File: src/rtl/ras_ckpt_if.sv
// Prediction/resolution bus of the return-address stack: prediction-side ops,
// oldest-branch resolution, and the stack/checkpoint status returned.
interface ras_ckpt_if #(
  parameter int unsigned ADDR_WIDTH = 30,
  parameter int unsigned CKPT_NUM   = 8
);
  localparam int unsigned CW = $clog2(CKPT_NUM);

  logic                  stall;
  logic                  pdc_valid;
  logic [2:0]            kind_pdc;
  logic [ADDR_WIDTH-1:0] ret_pc_pdc;
  logic                  ex_valid;
  logic [CW-1:0]         ex_ckpt_id;
  logic                  ex_mis;
  logic [2:0]            kind_ex;
  logic [ADDR_WIDTH-1:0] ret_pc_ex;

  logic [ADDR_WIDTH-1:0] ras_top;
  logic                  ras_valid;
  logic                  pdc_ack;
  logic [CW-1:0]         ckpt_id;
  logic                  ckpt_full;
  logic                  ckpt_err;
  logic [31:0]           recover_cnt;

  modport master (
    output stall, pdc_valid, kind_pdc, ret_pc_pdc,
    output ex_valid, ex_ckpt_id, ex_mis, kind_ex, ret_pc_ex,
    input  ras_top, ras_valid, pdc_ack, ckpt_id, ckpt_full, ckpt_err, recover_cnt
  );

  modport slave (
    input  stall, pdc_valid, kind_pdc, ret_pc_pdc,
    input  ex_valid, ex_ckpt_id, ex_mis, kind_ex, ret_pc_ex,
    output ras_top, ras_valid, pdc_ack, ckpt_id, ckpt_full, ckpt_err, recover_cnt
  );
endinterface

File: src/rtl/ras_ckpt.sv
// Circular return-address stack with in-order lightweight checkpoints ({tp, cnt, top})
// so a mispredicted branch can repair the stack and re-apply its real kind.
module ras_ckpt #(
  parameter int unsigned ADDR_WIDTH = 30,
  parameter int unsigned STACK_LEN  = 16,
  parameter int unsigned CKPT_NUM   = 8
) (
  input logic       clk,
  input logic       rst,
  ras_ckpt_if.slave bus
);
  localparam int unsigned SW = $clog2(STACK_LEN);
  localparam int unsigned CW = $clog2(CKPT_NUM);

  localparam logic [2:0] KindNone = 3'd0;
  localparam logic [2:0] KindRet  = 3'd4;
  localparam logic [2:0] KindCall = 3'd6;

  typedef logic [SW-1:0]         tp_t;
  typedef logic [SW:0]           cnt_t;
  typedef logic [CW-1:0]         tag_t;
  typedef logic [CW:0]           occ_t;
  typedef logic [ADDR_WIDTH-1:0] addr_t;

  localparam cnt_t CntMax = cnt_t'(STACK_LEN);
  localparam occ_t OccMax = occ_t'(CKPT_NUM);

  tp_t         r_tp;
  cnt_t        r_cnt;
  addr_t       r_stack [STACK_LEN];
  tag_t        r_head;
  tag_t        r_tail;
  occ_t        r_occ;
  logic        r_err;
  logic [31:0] r_rcv;

  tp_t         r_ck_tp  [CKPT_NUM];
  cnt_t        r_ck_cnt [CKPT_NUM];
  addr_t       r_ck_top [CKPT_NUM];

  logic        w_full;
  logic        w_ex_mis;
  logic        w_ack;
  logic        w_tag_ok;
  logic        w_release;
  logic        w_recover;
  logic        w_tag_bad;
  logic        w_stack_op;
  logic        w_push;
  tp_t         w_base_tp;
  cnt_t        w_base_cnt;
  logic [2:0]  w_kind;
  addr_t       w_ret_pc;
  tp_t         w_tp_nxt;
  cnt_t        w_cnt_nxt;

  assign w_full     = (r_occ == OccMax);
  assign w_ex_mis   = bus.ex_valid & bus.ex_mis;
  // Any mispredict, even one with a bad tag, squashes the prediction side this cycle.
  assign w_ack      = ~rst & bus.pdc_valid & ~bus.stall & ~w_full &
                      (bus.kind_pdc != KindNone) & ~w_ex_mis;
  assign w_tag_ok   = (r_occ != '0) && (bus.ex_ckpt_id == r_head);
  assign w_release  = bus.ex_valid & ~bus.ex_mis & w_tag_ok;
  assign w_recover  = w_ex_mis & w_tag_ok;
  assign w_tag_bad  = bus.ex_valid & ~w_tag_ok;
  assign w_stack_op = w_recover | w_ack;

  // Recovery and an accepted prediction are mutually exclusive, so one adder path serves both.
  always_comb begin
    w_base_tp  = w_recover ? r_ck_tp[r_head]  : r_tp;
    w_base_cnt = w_recover ? r_ck_cnt[r_head] : r_cnt;
    w_kind     = w_recover ? bus.kind_ex      : bus.kind_pdc;
    w_ret_pc   = w_recover ? bus.ret_pc_ex    : bus.ret_pc_pdc;
    w_tp_nxt   = w_base_tp;
    w_cnt_nxt  = w_base_cnt;
    w_push     = 1'b0;
    if (w_stack_op) begin
      case (w_kind)
        KindCall: begin
          w_tp_nxt  = w_base_tp + 1'b1;
          w_cnt_nxt = (w_base_cnt == CntMax) ? w_base_cnt : w_base_cnt + 1'b1;
          w_push    = 1'b1;
        end
        KindRet: begin
          if (w_base_cnt != '0) begin
            w_tp_nxt  = w_base_tp - 1'b1;
            w_cnt_nxt = w_base_cnt - 1'b1;
          end
        end
        default: ;
      endcase
    end
  end

  always_ff @(posedge clk or posedge rst) begin
    if (rst) begin
      r_tp   <= '0;
      r_cnt  <= '0;
      r_head <= '0;
      r_tail <= '0;
      r_occ  <= '0;
      r_err  <= 1'b0;
      r_rcv  <= '0;
      for (int unsigned i = 0; i < STACK_LEN; i++) begin
        r_stack[i] <= '0;
      end
    end else begin
      if (w_stack_op) begin
        r_tp  <= w_tp_nxt;
        r_cnt <= w_cnt_nxt;
      end
      if (w_recover) begin
        r_stack[w_base_tp] <= r_ck_top[r_head];
      end
      if (w_push) begin
        r_stack[w_tp_nxt] <= w_ret_pc;
      end
      if (w_ack) begin
        r_tail <= r_tail + 1'b1;
      end
      if (w_recover) begin
        r_head <= r_tail;
        r_occ  <= '0;
        r_rcv  <= r_rcv + 32'd1;
      end else begin
        r_head <= r_head + tag_t'(w_release);
        r_occ  <= r_occ + occ_t'(w_ack) - occ_t'(w_release);
      end
      if (w_tag_bad) begin
        r_err <= 1'b1;
      end
    end
  end

  // Checkpoint payload is only meaningful while its slot is occupied, so it is not reset.
  always_ff @(posedge clk) begin
    if (w_ack) begin
      r_ck_tp[r_tail]  <= r_tp;
      r_ck_cnt[r_tail] <= r_cnt;
      r_ck_top[r_tail] <= r_stack[r_tp];
    end
  end

  assign bus.ras_top     = r_stack[r_tp];
  assign bus.ras_valid   = (r_cnt != '0);
  assign bus.pdc_ack     = w_ack;
  assign bus.ckpt_id     = r_tail;
  assign bus.ckpt_full   = w_full;
  assign bus.ckpt_err    = r_err;
  assign bus.recover_cnt = r_rcv;
endmodule

File: src/flat_wrapper.sv
// flat-port wrapper written by rule: the top's interface ports become plain ports
module ras_ckpt_flat 
#(
  parameter int unsigned ADDR_WIDTH = 30,
  parameter int unsigned STACK_LEN  = 16,
  parameter int unsigned CKPT_NUM   = 8
)
  (clk, rst, bus_stall, bus_pdc_valid, bus_kind_pdc, bus_ret_pc_pdc, bus_ex_valid, bus_ex_ckpt_id, bus_ex_mis, bus_kind_ex, bus_ret_pc_ex, bus_ras_top, bus_ras_valid, bus_pdc_ack, bus_ckpt_id, bus_ckpt_full, bus_ckpt_err, bus_recover_cnt);
  ras_ckpt_if #(.ADDR_WIDTH(ADDR_WIDTH), .CKPT_NUM(CKPT_NUM)) bus_i ();
  input logic clk;
  input logic rst;
  input wire logic [$bits(bus_i.stall)-1:0] bus_stall;
  input wire logic [$bits(bus_i.pdc_valid)-1:0] bus_pdc_valid;
  input wire logic [$bits(bus_i.kind_pdc)-1:0] bus_kind_pdc;
  input wire logic [$bits(bus_i.ret_pc_pdc)-1:0] bus_ret_pc_pdc;
  input wire logic [$bits(bus_i.ex_valid)-1:0] bus_ex_valid;
  input wire logic [$bits(bus_i.ex_ckpt_id)-1:0] bus_ex_ckpt_id;
  input wire logic [$bits(bus_i.ex_mis)-1:0] bus_ex_mis;
  input wire logic [$bits(bus_i.kind_ex)-1:0] bus_kind_ex;
  input wire logic [$bits(bus_i.ret_pc_ex)-1:0] bus_ret_pc_ex;
  output wire logic [$bits(bus_i.ras_top)-1:0] bus_ras_top;
  output wire logic [$bits(bus_i.ras_valid)-1:0] bus_ras_valid;
  output wire logic [$bits(bus_i.pdc_ack)-1:0] bus_pdc_ack;
  output wire logic [$bits(bus_i.ckpt_id)-1:0] bus_ckpt_id;
  output wire logic [$bits(bus_i.ckpt_full)-1:0] bus_ckpt_full;
  output wire logic [$bits(bus_i.ckpt_err)-1:0] bus_ckpt_err;
  output wire logic [$bits(bus_i.recover_cnt)-1:0] bus_recover_cnt;
  assign bus_i.stall = bus_stall;
  assign bus_i.pdc_valid = bus_pdc_valid;
  assign bus_i.kind_pdc = bus_kind_pdc;
  assign bus_i.ret_pc_pdc = bus_ret_pc_pdc;
  assign bus_i.ex_valid = bus_ex_valid;
  assign bus_i.ex_ckpt_id = bus_ex_ckpt_id;
  assign bus_i.ex_mis = bus_ex_mis;
  assign bus_i.kind_ex = bus_kind_ex;
  assign bus_i.ret_pc_ex = bus_ret_pc_ex;
  assign bus_ras_top = bus_i.ras_top;
  assign bus_ras_valid = bus_i.ras_valid;
  assign bus_pdc_ack = bus_i.pdc_ack;
  assign bus_ckpt_id = bus_i.ckpt_id;
  assign bus_ckpt_full = bus_i.ckpt_full;
  assign bus_ckpt_err = bus_i.ckpt_err;
  assign bus_recover_cnt = bus_i.recover_cnt;
  ras_ckpt #(.ADDR_WIDTH(ADDR_WIDTH), .STACK_LEN(STACK_LEN), .CKPT_NUM(CKPT_NUM)) u_core (.clk(clk), .rst(rst), .bus(bus_i));
endmodule
File: config.mk
export PLATFORM = sky130hd
export DESIGN_NAME = ras_ckpt_flat
export DESIGN_NICKNAME = d
export VERILOG_FILES = /design/src/rtl/ras_ckpt_if.sv /design/src/rtl/ras_ckpt.sv /design/src/flat_wrapper.sv
export SDC_FILE = /design/constraint.sdc
export NUM_CORES = 1
export LEC_CHECK = 0
export ABC_CLOCK_PERIOD_IN_PS = 20200
export BUFFER_PORTS_ARGS = -buffer_cell sky130_fd_sc_hd__clkbuf_2
export CORE_AREA = 2 2 374 191
export DETAILED_ROUTE_END_ITERATION = 7
export DIE_AREA = 0 0 376 193
export PLACE_DENSITY = 0.77
export RECOVER_POWER = 50
export SYNTH_ARGS = -nofsm -noshare
export SYNTH_HDL_FRONTEND = slang
export SYNTH_SLANG_ARGS = --single-unit
File: constraint.sdc
create_clock -name clk -period 20.2 [get_ports clk]
set_input_delay 4.04 -clock clk [delete_from_list [all_inputs] [get_ports clk]]
set_output_delay 4.04 -clock clk [all_outputs]
set_load 0.05 [all_outputs]
== Yosys cells after proc, flatten, opt, wreduce, memory -nomap -nowiden ==
Memory sizes are Yosys's and may differ from the RTL's.
Index checks and enable logic that the tools add are counted.
Operators by class
  $add $sub $neg: 9
  order comparisons: 5
  equal/unequal tests: 5
  multiplexer cells: 27
  bitwise logic cells: 20
  reduce and logical (&&, ||, !) cells: 7
Operators by type and width (number)
  bitwise mux 480 bit: 2
  two-way mux 480 bit: 2
  demux 30 bit (select 4 bit): 2
  two-way mux 30 bit: 5
  binary-select mux 30 bit (select 4 bit): 1
  adder 32 x 1 -> 32 bit (second input constant): 1
  two-way mux 4 bit: 4
  >= comparator 5 bit (second input constant): 3
  two-way mux 5 bit: 3
  inverter 4 -> 5 bit: 3
  AND 1 bit: 10
  less-than comparator 5 x 1 -> 1 bit (second input constant): 2
  one-hot mux 5 bit (2 select lines): 1
  nonzero test 5 bit: 2
  one-hot mux 4 bit (2 select lines): 1
  == test 3 bit (second input constant): 2
  two-way mux 3 bit: 2
  inverter 1 bit: 6
  adder 5 x 1 -> 5 bit (second input constant): 1
  == test 5 bit (second input constant): 1
  subtractor 5 x 1 -> 5 bit (second input constant): 1
  adder 4 x 1 -> 4 bit: 1
  adder 4 x 1 -> 4 bit (second input constant): 1
  == test 4 bit (second input constant): 1
  other kinds (10): 15
Word-level totals
  flip-flop bits (word level): 532
  bits in writable memories: 312
  bits of input ports: 75
  output and inout port bits: 69
  logic and storage cells: 99
  memories kept: 3
Memories
  u_core.r_ck_top: words 8, width 30, read ports 1, clocked after memory_dff 0, write ports 1, line ras_ckpt.sv:39  | addr_t r_ck_top [CKPT_NUM];
  u_core.r_ck_cnt: words 8, width 5, read ports 1, clocked after memory_dff 0, write ports 1, line ras_ckpt.sv:38  | cnt_t r_ck_cnt [CKPT_NUM];
  u_core.r_ck_tp: words 8, width 4, read ports 1, clocked after memory_dff 0, write ports 1, line ras_ckpt.sv:37  | tp_t r_ck_tp [CKPT_NUM];

== Logic depth before layout (Yosys ltp) ==
  word-level depth: 15
  depth in mapped cells: 20
  depth with buffers taken out: 15

== Least setup slack after synthesis ==
Ideal clock, no wire load.
  path type: input -> output
  start: in rst
  end: out bus_pdc_ack
  arrival time: 5.190 ns
  data required time: 16.160 ns
  path slack: 10.970 ns
  stages: 2
  buffers on the path: 0
  path through: or3b_1 nor4_4
Between the ends
  word-level cells in the longest chain between the ends: 6
Ends and longest elaborated chain
  start: declaration: line flat_wrapper.sv:11  | input logic rst;
  inverter 1 bit: line ras_ckpt.sv:60  | assign w_ack = ~rst & bus.pdc_valid & ~bus.stall & ~w_full &
  AND 1 bit (4 in a row): line ras_ckpt.sv:60
  AND 1 bit: line ras_ckpt.sv:61  | (bus.kind_pdc != KindNone) & ~w_ex_mis;
  end: declaration: line flat_wrapper.sv:23  | output wire logic [$bits(bus_i.pdc_ack)-1:0] bus_pdc_ack;
No other way between the ends.

== Worst setup path after layout ==
  start: reg u_core.r_tp[1]
  end: out bus_ras_top[5]
Between the ends
  word-level cells in the longest chain between the ends: 4
Ends and longest elaborated chain
  start: declaration: line ras_ckpt.sv:28  | tp_t r_tp;
  start signal: assignment: line ras_ckpt.sv:109  | r_tp <= w_tp_nxt;
  inverter 4 -> 5 bit (implied by the code): line ras_ckpt.sv:144  | assign bus.ras_top = r_stack[r_tp];
  binary-select mux 30 bit (select 4 bit): line ras_ckpt.sv:144
  two-way mux 30 bit (implied by the code) (2 in a row): line ras_ckpt.sv:144
  end: declaration: line flat_wrapper.sv:21  | output wire logic [$bits(bus_i.ras_top)-1:0] bus_ras_top;
No other way between the ends. The select of a mux whose other input is x is not followed.

==> flow_metrics.py <==
metrics = {
    "cts": {
        "cts_resized": 0,
        "clk_pin_slew_ns": 0.07,
        "cts_setup_buffers": 0,
        "cts_buffers": 74,
        "cts_tree": "yes",
        "insertion_delay_ns": 0.66,
        "cts_sinks": 844,
        "cts.htree.levels": 3,
        "clock_path_buffers": 3,
        "cts-root-buf": "clkbuf_16",
        "cts_hold_buf": 0,
    },
    "die": {
        "coreArea_mm2": 0.0698,
        "ios": 144,
        "num_rows": 69,
        "die_y_um": 193,
        "initial_utilization": 0.592,
        "dieArea_mm2": 0.0726,
        "die_x_um": 376,
    },
    "detailed_routing": {
        "via_per_inst": 6.86,
        "first_pass_iters": 6,
        "drt.antenna.violating_nets": 0,
        "drt-initial-drc-count": 2989,
        "wl_per_cell_um": 31.6,
        "drc": 0,
        "drt-total-wl_mm": 117,
        "via_count": 25500,
    },
    "logic_synthesis": {
        "yosysTopAreaCellShare": 0.322,
        "syn_area_per_cell_um2": 15.5,
        "yosys.area.top_type": "dfrtp_1",
        "yosys.area_share.simple": 0.0230,
        "synth_area_leaders": "dfrtp_1, mux2i_1, edfxtp_1, mux4_2, clkbuf_1",
        "yosysWarningCount": 0,
        "async_flop_share": 0.630,
        "yosysSeqAreaShare": 0.549,
        "synth_top_family_by_area": "multiplexers",
        "muxShareOfSynthArea": 0.377,
        "synth_flop_cell": "dfrtp_1",
        "synth_seq_cells": 844,
        "yosysUniqueCellTypes": 64,
        "synth_fa_ha_area_frac": 0.00564,
        "syn-num-nets": 2765,
        "synth-edff-count": 312,
        "synth_commonest_cells": "mux2i_1, dfrtp_1, edfxtp_1, mux4_2, clkbuf_1",
        "synth_compound_area_frac": 0.0112,
        "yosys.area_share.xor_xnor": 0.00870,
        "synth_area_mm2": 0.0413,
        "yosysMostFrequentCell": "mux2i_1",
        "syn_inst": 2672,
    },
    "finish": {
        "diodes": 0,
        "fillers": 4876,
        "area_growth_pct": 9.86,
        "nets": 2827,
        "multiInputGateArea_mm2": 0.0178,
        "register_area_mm2": 0.0227,
        "drive_gt1_frac": 0.209,
    },
    "placement": {
        "io_buffer_count": 143,
        "routabilityCongestion": 0.858,
        "dp_hpwl_mm": 64.7,
        "pre_cts_ws_ns": 10.50,
    },
    "pwr": {
        "pwr-share-comb": 0.328,
        "ir_drop_mv": 0.0876,
        "internal_power_mw": 3.63,
        "power.density_mw_per_mm2": 124,
        "p_leak_nw": 19.7,
        "p_seq_frac": 0.416,
        "p_sw_mw": 2.01,
        "clkPwrFrac": 0.256,
        "sw_frac_of_total": 0.357,
    },
    "min_path": {
        "hp-class": "reg2reg",
    },
    "timing": {
        "slew_violations": 601,
        "period_minus_slack_ns": 13.37,
        "worstMarginPinSlew_ns": 5.67,
        "setup_violations": 0,
        "setup_slack_ns": 6.83,
        "rsz0062_at_grt": "no",
        "fmax_ghz": 0.0748,
        "period_share": 0.662,
        "slew_headroom": -2.80,
        "final_hold_viol_count": 0,
        "holdWs_ns": 0.462,
        "setup_tns_ns": 0,
        "fin_worst_skew_ns": 0.0190,
    },
    "run_status": {
        "violations": "capacitance limit, slew limit",
        "outcome": "finished with violations",
    },
    "global_routing": {
        "track_usage": 0.331,
        "grt-ovfl-total": 0,
        "antenna_found_initial": 0,
        "grt_pass1_vias": 26100,
        "grt_pass1_wl_mm": 174,
        "grt_max_degree": 178,
    },
    "setup_path": {
        "critPathCaptureType": "output pin",
        "cp-start-kind": "flip-flop",
        "cp_slowest_stage_delay_ns": 2.95,
        "cp_slowest_cell": "clkbuf_1",
        "required_ns": 16.16,
        "crit_arrival_ns": 9.33,
        "crit_type": "reg2out",
        "crit_fanout": 57,
        "cp_cell_sequence": "clkbuf_1, clkbuf_1, mux4_2, mux4_2, clkbuf_2",
    },
    "job": {
        "cap_violations": 13,
    },
}
-- stage by stage --
| stage | instances | utilization | instance area, um^2 | total power [mW] |
|---|---|---|---|---|
| finish | 3716 | 0.650 | 45400 | 5.64 |
| global route | 3716 | 0.650 | 45400 | 5.87 |
| CTS | 3716 | 0.652 | 45500 | 5.63 |
| detailed placement | 3581 | 0.618 | 43100 | 4.20 |
| global placement | 3581 | 0.618 | 43100 | 4.11 |
| floorplan | 2672 | - | 41300 | 3.65 |
-- logic make-up (layout without fill, tap and decap cells) --
| logic type | after synthesis | count (layout) |
|---|---|---|
| and+or+nand+nor | 187 | 187 |
| AOI/OAI and AO/OA | 63 | 63 |
| DFF | 844 | 844 |
| adders and majority gates | 18 | 18 |
| xor gates and xnor gates | 41 | 41 |
| muxes | 1268 | 1268 |
| buffers and inverters | 251 | 372 |
-- routing by layer --
metal | track usage | part of all wire | vias up
met4 | 0.0849 | 0.022 | 0
met1 | 0.490 | 0.44 | 13500
li1 | - | - | 10300
met5 | 0 | 0 | -
met3 | 0.0889 | 0.10 | 221
met2 | 0.490 | 0.44 | 1424
-- layout by cell type (no fill, tap or decap), types with 15 or more instances in the layout --
master     count
a21oi_1       15
buf_4         66
clkbuf_1      68
clkbuf_16     81
clkbuf_2     102
clkinv_1      16
dfrtp_1      529
edfxtp_1     312
ha_1          17
inv_1         15
mux2_2        39
mux2i_1      998
mux4_2       226
nand2_1       52
nand3_1       16
nor2_1        28
nor2_4        18
xnor2_1       33
-- cell type report --
class	instances	area share
clock buffer	105	0.0482
clock inverter	30	0.00461
inverter	16	0.00135
multi-input combinational	1577	0.393
sequential	844	0.500
tap	923	0.0255
timing repair buffer	221	0.0273
-- power by group through the flow --
| stage | logic [mW] | registers, mW | clock network, mW |
|---|---|---|---|
| finish | 1.85 | 2.35 | 1.44 |
| global route | 1.97 | 2.37 | 1.53 |
| floorplan | 1.37 | 2.27 | 0 |
| CTS | 1.84 | 2.34 | 1.45 |
| global placement | 1.76 | 2.35 | 0 |
| detailed placement | 1.83 | 2.37 | 0 |
-- worst paths after layout --
kind | start | to | slack (ns) | depth (start not counted)
max in group asynchronous | rst | u_core.r_stack[77] | 9.19 | 4
worst max register to register | u_core.r_tp[1] | u_core.r_ck_top[1][5] | 11.60 | 4
worst min-delay path | u_core.bus.ckpt_err | u_core.bus.ckpt_err | 0.46 | 1
min in group asynchronous | rst | u_core.bus.recover_cnt[0] | 5.12 | 2
worst min register to register | u_core.bus.ckpt_err | u_core.bus.ckpt_err | 0.46 | 1
worst max-delay path | u_core.r_tp[1] | bus_ras_top[5] | 6.83 | 5
-- critical path: cells and delay by family (launching register included) --
kind	cells	cell delay, ns
buffers and inverters	3	5.83
DFF	1	1.45
muxes	2	1.29
-- registers in the layout (all words and copies together) (netlist names) --
name / flops
u_core.bus.recover_cnt: 32
u_core.r_cnt: 5
u_core.r_ck_tp: 32
u_core.r_ck_cnt: 40
u_core.bus.ckpt_id: 3
u_core.bus.ckpt_err: 1
u_core.r_occ: 4
u_core.r_ck_top: 240
u_core.r_stack: 480
u_core.r_tp: 4
u_core.r_head: 3
(Power assumes the default switching activity.)
